**src/rtl/pwm_pkg.sv**
```systemverilog
// Definitions shared by the PWM generator and its capture counterpart.
package pwm_pkg;

    localparam int PWM_DUTY_W = 4;
    localparam int PWM_PERIOD = 16;
    localparam int PWM_DUTY_MAX = (1 << PWM_DUTY_W) - 1;

    typedef enum logic [1:0] {
        ST_IDLE  = 2'd0,
        ST_HIGH  = 2'd1,
        ST_LOW   = 2'd2,
        ST_STUCK = 2'd3
    } cap_state_t;

    // High time to duty code, clamped at full scale.
    function automatic logic [PWM_DUTY_W-1:0] duty_from_cnt(input int unsigned cnt);
        if (cnt > PWM_DUTY_MAX)
            return PWM_DUTY_W'(PWM_DUTY_MAX);
        return PWM_DUTY_W'(cnt);
    endfunction

endpackage

```
**src/rtl/sync_edge_det.sv**
```systemverilog
// Two-flop synchronizer plus delay flop, giving one-cycle rise/fall pulses.
// Edges stay masked until the delay flop holds a real sample, so a level present at reset release is not an edge.
module sync_edge_det (
    input  logic clk,
    input  logic rst,
    input  logic din,
    output logic sync_out,
    output logic rise,
    output logic fall
);

    logic       meta;
    logic       sync_d;
    logic [2:0] fill;

    always_ff @(posedge clk or posedge rst) begin
        if (rst) begin
            meta     <= 1'b0;
            sync_out <= 1'b0;
            sync_d   <= 1'b0;
            fill     <= '0;
        end else begin
            meta     <= din;
            sync_out <= meta;
            sync_d   <= sync_out;
            fill     <= {fill[1:0], 1'b1};
        end
    end

    assign rise = fill[2] & sync_out & ~sync_d;
    assign fall = fill[2] & ~sync_out & sync_d;

endmodule

```
**src/rtl/pwm_capture_4bit.sv**
```systemverilog
// Measures high time and rise-to-rise period of an incoming PWM waveform and
// recovers its duty code; flags a stuck input after TIMEOUT clocks without an edge.
//
// state    | meaning
// IDLE     | after reset, waiting for the first rise (partial frame discarded)
// HIGH     | input high, counting high time and period
// LOW      | input low, counting period; next rise completes the frame
// STUCK    | no edge for TIMEOUT clocks; result reported once, waiting for a rise
module pwm_capture_4bit
    import pwm_pkg::*;
#(
    parameter int CNT_W   = 8,
    parameter int PERIOD  = PWM_PERIOD,
    parameter int TIMEOUT = 64
) (
    input  logic                  clk,
    input  logic                  rst,
    input  logic                  pwm_in,
    output logic [PWM_DUTY_W-1:0] duty_out,
    output logic [CNT_W-1:0]      high_cnt,
    output logic [CNT_W-1:0]      period_cnt,
    output logic                  period_ok,
    output logic                  duty_valid,
    output logic                  timeout
);

    localparam logic [CNT_W-1:0]      CNT_MAX   = '1;
    localparam logic [CNT_W-1:0]      CNT_ONE   = CNT_W'(1);
    localparam logic [CNT_W-1:0]      TIMEOUT_C = CNT_W'(TIMEOUT);
    localparam logic [CNT_W-1:0]      PERIOD_C  = CNT_W'(PERIOD);
    localparam logic [PWM_DUTY_W-1:0] DUTY_ALL  = '1;

    logic pwm_s, rise, fall;

    sync_edge_det u_sync (
        .clk      (clk),
        .rst      (rst),
        .din      (pwm_in),
        .sync_out (pwm_s),
        .rise     (rise),
        .fall     (fall)
    );

    cap_state_t state, state_nxt;
    logic [CNT_W-1:0]      hcnt, pcnt, idle_cnt;
    logic [CNT_W-1:0]      hcnt_nxt, pcnt_nxt, hcnt_inc, pcnt_inc;
    logic [CNT_W-1:0]      high_nxt, period_nxt;
    logic [PWM_DUTY_W-1:0] duty_nxt;
    logic                  ok_nxt, valid_nxt, timeout_nxt, expire;

    assign hcnt_inc = (hcnt == CNT_MAX) ? hcnt : hcnt + CNT_ONE;
    assign pcnt_inc = (pcnt == CNT_MAX) ? pcnt : pcnt + CNT_ONE;

    // Any edge this cycle pre-empts the stuck decision.
    assign expire = (idle_cnt >= TIMEOUT_C) && !rise && !fall && (state != ST_STUCK);

    always_ff @(posedge clk or posedge rst) begin
        if (rst)
            idle_cnt <= '0;
        else if (rise || fall)
            idle_cnt <= CNT_ONE;
        else if (idle_cnt != CNT_MAX)
            idle_cnt <= idle_cnt + CNT_ONE;
    end

    always_ff @(posedge clk or posedge rst) begin
        if (rst)
            state <= ST_IDLE;
        else
            state <= state_nxt;
    end

    always_comb begin
        state_nxt   = state;
        hcnt_nxt    = hcnt;
        pcnt_nxt    = pcnt;
        duty_nxt    = duty_out;
        high_nxt    = high_cnt;
        period_nxt  = period_cnt;
        ok_nxt      = period_ok;
        timeout_nxt = timeout;
        valid_nxt   = 1'b0;
        if (expire) begin
            state_nxt   = ST_STUCK;
            valid_nxt   = 1'b1;
            timeout_nxt = 1'b1;
            duty_nxt    = pwm_s ? DUTY_ALL : '0;
            high_nxt    = '0;
            period_nxt  = '0;
            ok_nxt      = 1'b0;
        end else begin
            case (state)
                ST_IDLE, ST_STUCK: begin
                    if (rise) begin
                        state_nxt = ST_HIGH;
                        hcnt_nxt  = CNT_ONE;
                        pcnt_nxt  = CNT_ONE;
                    end
                end
                ST_HIGH: begin
                    pcnt_nxt = pcnt_inc;
                    if (fall)
                        state_nxt = ST_LOW;
                    else
                        hcnt_nxt = hcnt_inc;
                end
                ST_LOW: begin
                    if (rise) begin
                        state_nxt   = ST_HIGH;
                        high_nxt    = hcnt;
                        period_nxt  = pcnt;
                        duty_nxt    = duty_from_cnt(32'(hcnt));
                        ok_nxt      = (pcnt == PERIOD_C);
                        valid_nxt   = 1'b1;
                        timeout_nxt = 1'b0;
                        hcnt_nxt    = CNT_ONE;
                        pcnt_nxt    = CNT_ONE;
                    end else begin
                        pcnt_nxt = pcnt_inc;
                    end
                end
                default: state_nxt = ST_IDLE;
            endcase
        end
    end

    always_ff @(posedge clk or posedge rst) begin
        if (rst) begin
            hcnt       <= '0;
            pcnt       <= '0;
            duty_out   <= '0;
            high_cnt   <= '0;
            period_cnt <= '0;
            period_ok  <= 1'b0;
            duty_valid <= 1'b0;
            timeout    <= 1'b0;
        end else begin
            hcnt       <= hcnt_nxt;
            pcnt       <= pcnt_nxt;
            duty_out   <= duty_nxt;
            high_cnt   <= high_nxt;
            period_cnt <= period_nxt;
            period_ok  <= ok_nxt;
            duty_valid <= valid_nxt;
            timeout    <= timeout_nxt;
        end
    end

endmodule

```
**config.mk**
```make
export PLATFORM = sky130hd
export DESIGN_NAME = pwm_capture_4bit
export DESIGN_NICKNAME = d
export VERILOG_FILES = /design/src/rtl/pwm_pkg.sv /design/src/rtl/sync_edge_det.sv /design/src/rtl/pwm_capture_4bit.sv
export SDC_FILE = /design/constraint.sdc
export NUM_CORES = 1
export LEC_CHECK = 0
export ABC_AREA = 1
export CAP_MARGIN = 5
export CORE_UTILIZATION = 46
export CTS_CLUSTER_DIAMETER = 60
export DETAILED_ROUTE_END_ITERATION = 12
export HOLD_SLACK_MARGIN = 0.05
export PLACE_DENSITY = 0.71
export SYNTH_ARGS = -nofsm -noshare
export SYNTH_HDL_FRONTEND = slang
export SYNTH_HIERARCHICAL = 1
export SYNTH_SLANG_ARGS = --single-unit
```
**constraint.sdc**
```tcl
create_clock -name clk -period 3.9 [get_ports clk]
set_clock_uncertainty 0.05 [all_clocks]
set_input_delay 0.585 -clock clk [delete_from_list [all_inputs] [get_ports clk]]
set_output_delay 0.585 -clock clk [all_outputs]
set_load 0.02 [all_outputs]
```
---- After elaboration in Yosys (flattened, before gate mapping) ----
Cells that the tools add are included.
storage, ports and cells
  memory bits (read-only) ................. 0
  output and inout bits ................... 23
  bits in latches ......................... 0
  bits in registers ....................... 55
  memories kept ........................... 0
  RAM bits ................................ 0
  bits of input ports ..................... 3
  logic and storage cells ................. 94
cells by class
  add/sub/neg operators ................... 3
  bitwise gates (word level) .............. 7
  shift operators ......................... 0
  reduce and logical (&&, ||, !) cells .... 16
  equality and inequality tests ........... 14
  multiplexer cells ....................... 38
  div/mod/pow operators ................... 0
  magnitude comparators ................... 2
  multipliers ............................. 0
operators with widths
  kind                                                                             number
  8-bit two-way mux                                                                13
  8-bit by 1-bit adder with 8-bit output, second input constant                    3
  4-bit two-way mux                                                                6
  8-bit one-hot mux with 3 select lines                                            1
  8-bit equality test, second input constant                                       2
  8-bit one-hot mux with 2 select lines                                            1
  1-bit two-way mux                                                                13
  8-bit by 5-bit equality test with 1-bit output, second input constant            1
  8-bit by 7-bit >= comparator with 1-bit output, second input constant            1
  8-bit by 4-bit greater-than comparator with 1-bit output, second input constant  1
  2-bit != test, second input constant                                             4
  8-bit != test, second input constant                                             1
  2-bit two-way mux                                                                3
  2-bit AND reduction                                                              3
  2-bit nonzero test                                                               3
  1-bit bitwise AND                                                                4
  2-bit equality test, second input constant                                       2
  2-bit one-hot mux with 2 select lines                                            1
  4-bit AND reduction                                                              1
  1-bit logical AND                                                                3
  3-bit by 1-bit != test with 1-bit output, second input constant                  1
  3-bit != test, second input constant                                             1
  1-bit inverter                                                                   3
  3-bit OR reduction                                                               1
  other kinds (6)                                                                  7

---- Longest topological paths before layout ----
  depth after elaboration ................. 11
  gate-level depth with buffers ........... 11
  mapped depth without buffers ............ 11

---- Cells and area by module ----
Netlist, hierarchy kept.
modules (own cells, without submodules)
  module            cells each  instances  area an instance (µm²)  sequential area each (µm²)
  pwm_capture_4bit  300         1          2528.7                  1226.2
  sync_edge_det     12          1          172.7                   150.1

---- Worst setup path before layout ----
No wires, ideal clock.
  kind .................................... register to register
  from .................................... register state[0]
  to ...................................... register pcnt[5]
  setup time .............................. 0.120 ns
  cell stages (with the launch flop) ...... 11
  buffers on the path ..................... 1
  setup slack ............................. 2.381 ns
  clock period less this slack ............ 1.519 ns
  required time ........................... 3.730 ns
  arrival ................................. 1.350 ns
  path through ............................ dfrtp_1 -> ha_1 -> buf_4 -> nor2_1 -> nor2_1 -> nand2_1 -> inv_1 -> nor2_2 -> inv_2 -> o21ai_0 -> nor2_1
between the ends
  word-level cells in the longest chain between the ends .. 4
  elaborated cells on any way between the ends .. 11
  those cells by class .................... eq/ne: 5; mux: 1; bitwise: 1; reduce/logical: 4
RTL lines
  item                                                                     RTL line                                        text
  start: declaration                                                       pwm_capture_4bit.sv:44                          cap_state_t state, state_nxt;
  start signal: assignment                                                 pwm_capture_4bit.sv:70                          state <= state_nxt;
  2-bit equality test, or another cell as far along                        pwm_capture_4bit.sv:92                          case (state)
  2-bit OR reduction / 1-bit logical AND (equally long branches)           pwm_capture_4bit.sv:92, pwm_capture_4bit.sv:55
  2-bit != test (no source line) / 1-bit inverter (equally long branches)  -
  2-bit AND reduction (no source line)                                     -
  end signal: assignment                                                   pwm_capture_4bit.sv:139                         pcnt <= pcnt_nxt;
  end: declaration                                                         pwm_capture_4bit.sv:45                          logic [CNT_W-1:0] hcnt, pcnt, idle_cnt;
Several ways; a longest one is shown, not always the timed one.
A chain may end at the register's enable or synchronous reset.

---- Final worst setup path ----
  from .................................... register high_cnt[6]
  to ...................................... output port high_cnt[6]
RTL lines
  item                      RTL line                 text
  start: declaration        pwm_capture_4bit.sv:20   output logic [CNT_W-1:0] high_cnt,
  start signal: assignment  pwm_capture_4bit.sv:141  high_cnt <= high_nxt;
No word-level cell between the ends.

==> results.json <==
{
  "powerDensity_mw_per_mm2": 566,
  "grt_use_total_pct": 17.5,
  "critical-path-slowest-cell": "clkdlybuf4s50_1",
  "dr.pass1.iters": 4,
  "drv_slew": 0,
  "period_minus_slack_ns": 1.94,
  "worst_pin_slew_ns": 0.992,
  "die_area_mm2": 0.00618,
  "rows": 27,
  "num_vias": 2040,
  "dp_hpwl_um": 3450,
  "crit_path_max_incr_delay_ns": 0.61,
  "ys_types": 31,
  "place_congestion": 0.907,
  "detail_route.vias_per_cell": 4.99,
  "hold_class": "reg -> reg",
  "clkTransAtPathRegs_ns": 0.09,
  "synth-seq-cells": 55,
  "cp_max_fo": 2,
  "die_h_um": 78.6,
  "ant_nets": 0,
  "synth_top_area_share_pct": 50.9,
  "async_reset_ff_share_pct": 100,
  "yosysWarnings": 6,
  "yosys.area.top_type": "dfrtp_1",
  "fmax_mhz": 516,
  "cts_tree": "done",
  "arrival_ns": 1.30,
  "antenna_found_initial": 0,
  "fin_setup_tns_ns": 0,
  "detailedPlace.worstSlack_ns": 1.94,
  "leakagePower_nw": 1.56,
  "status": "complete, no violations",
  "htree_levels": 2,
  "port_buffers": 25,
  "rsz0062_at_grt": "no",
  "die_w_um": 78.6,
  "insertion_delay_ns": 0.31,
  "holdPathEnd": "u_sync/fill[1]",
  "layout.nets": 346,
  "fin_ws_ns": 1.96,
  "hold_slack_ns": 0.302,
  "cp_cell_sequence": "clkdlybuf4s50_1",
  "core_area_mm2": 0.00557,
  "syn2layout_area_growth_pct": 12.8,
  "reg2reg_to": "period_cnt[6]",
  "avgRoutedWirePerCell_um": 11.8,
  "antenna_cells": 0,
  "ios": 26,
  "hp-start": "u_sync/fill[0]",
  "yosys_most_used_dff": "dfrtp_1",
  "rr_worst_depth": 8,
  "drcViolationCount": 0,
  "start_util_pct": 48.5,
  "hold_depth": 0,
  "synth_edf_count": 0,
  "end_kind": "primary output",
  "netlist_instances": 312,
  "crit_buf_inv": 1,
  "cap_violations": 0,
  "critPathLaunchType": "flip-flop",
  "ctsResizeCount": 0,
  "numClockSinks": 55,
  "placed_area_mm2": 0.00297,
  "grt_pass1_vias": 1945,
  "fin_crit_sh_pct": 49.7,
  "synth_area_leaders": "dfrtp_1, nand2_1, inv_1",
  "overflow": 0,
  "drt_iter0_markers": 157,
  "ctsHoldBuffers": 0,
  "final_area_mm2": 0.00305,
  "syn_area_per_cell_um2": 8.66,
  "setup_violations": 0,
  "grt_max_degree": 50,
  "crit_required_ns": 3.26,
  "cts-root-buf": "clkbuf_8",
  "r2r_slack_ns": 1.98,
  "timing.rr.start": "u_sync/sync_out",
  "synth_fp_nets": 322,
  "grt_pass1_wl_um": 8450,
  "syn_area_mm2": 0.00270,
  "wirelength_um": 4810,
  "slew_headroom_pct": 33.8,
  "path_class": "reg -> out",
  "clockBufferDepth": 2,
  "synth-seq-area-share_pct": 50.9,
  "vdd_drop_max_mv": 0.248,
  "cts_setup_buffers": 0,
  "cts_buffers": 5,
  "final-hold-violation-count": 0,
  "cpLargestDelayFamily": "buffers and inverters",
  "drive_gt1_share_pct": 7.42
}
==> cell families after synthesis <==
| logic type | count (synthesis) | share of synthesized area (%) |
|---|---|---|
| AND/OR/NAND/NOR | 139 | 23.9 |
| buffers and inverters | 57 | 9.59 |
| other | 1 | 0.139 |
| XOR/XNOR | 1 | 0.324 |
| AO/OA/AOI/OAI | 52 | 11.9 |
| flip-flops | 55 | 50.9 |
| adder cells (fa/ha/maj) | 7 | 3.24 |
==> where the power goes <==
group | total (W) | switching (W) | internal (W)
Sequential | 0.000783 | 0.000102 | 0.000681
Clock | 0.000301 | 0.000174 | 0.000126
Combinational | 0.000641 | 0.000380 | 0.000261
Total | 0.00172 | 0.000657 | 0.00107
==> metal layers <==
metal | wire [µm] | global-route usage, % | up-vias
li1 | - | - | 1057
met1 | 2380 | 22.8 | 944
met2 | 2180 | 28.4 | 33
met3 | 185 | 3.95 | 6
met4 | 64 | 6.11 | 0
met5 | 0 | 0 | -
==> flip-flops by register name (all words and copies together), names as in the netlist <==
signal / flops
u_sync/sync_out: 1
u_sync/fill: 3
duty_out: 4
high_cnt: 8
idle_cnt: 8
timeout: 1
hcnt: 8
period_ok: 1
u_sync/sync_d: 1
duty_valid: 1
u_sync/meta: 1
state: 2
pcnt: 8
period_cnt: 8
==> final cells by class <==
class / count / area, µm²
Sequential cell: 55 / 1380
Clock inverter: 1 / 5.00
Inverter: 49 / 184
Timing Repair Buffer: 25 / 250
Multi-Input combinational cell: 200 / 1070
Fill cell: 517 / 2530
Clock buffer: 7 / 76.3
Tap cell: 72 / 90.1
==> Yosys cell counts (5+ instances only) <==
| cell | instances |
|---|---|
| ha_1 | 7 |
| o21ai_0 | 15 |
| a22oi_1 | 16 |
| a21oi_1 | 7 |
| a31oi_1 | 5 |
| nor2_1 | 35 |
| dfrtp_1 | 55 |
| nand2_1 | 64 |
| nand3_1 | 18 |
| nand4_1 | 7 |
| inv_1 | 45 |
==> worst max path at each step <==
| stage | start | endpoint | slack (ns) | cells past startpoint |
|---|---|---|---|---|
| final | high_cnt[6] | high_cnt[6] | 1.96 | 1 |
| after global routing | u_sync/sync_out | period_cnt[1] | 1.78 | 8 |
| after CTS | high_cnt[6] | high_cnt[6] | 1.97 | 1 |
| after detailed placement | rst | high_cnt[3] | 1.94 | 2 |
| after global placement | rst | hcnt[4] | 1.97 | 2 |
| after floorplan | rst | duty_out[0] | 2.09 | 1 |
==> placed cells by master (no fill, tap or decap), drive strengths merged, types with 7 or more instances in the layout <==
master | netlist | routed
a21oi | 7 | 7
a22oi | 16 | 16
clkbuf | 0 | 7
clkdlybuf4s50 | 0 | 25
dfrtp | 55 | 55
ha | 7 | 7
inv | 49 | 49
nand2 | 66 | 66
nand3 | 21 | 21
nand4 | 7 | 7
nor2 | 38 | 38
o21ai | 22 | 22
==> metrics by stage <==
stage                     cells  util, %  power [W]
after global routing        409     54.7    0.00187
after detailed placement    401     53.2    0.00144
after global placement      401     53.2    0.00143
after floorplan             312        -    0.00127
after CTS                   409     54.7    0.00174
final                       409     54.7    0.00172
(Power assumes the default switching activity.)
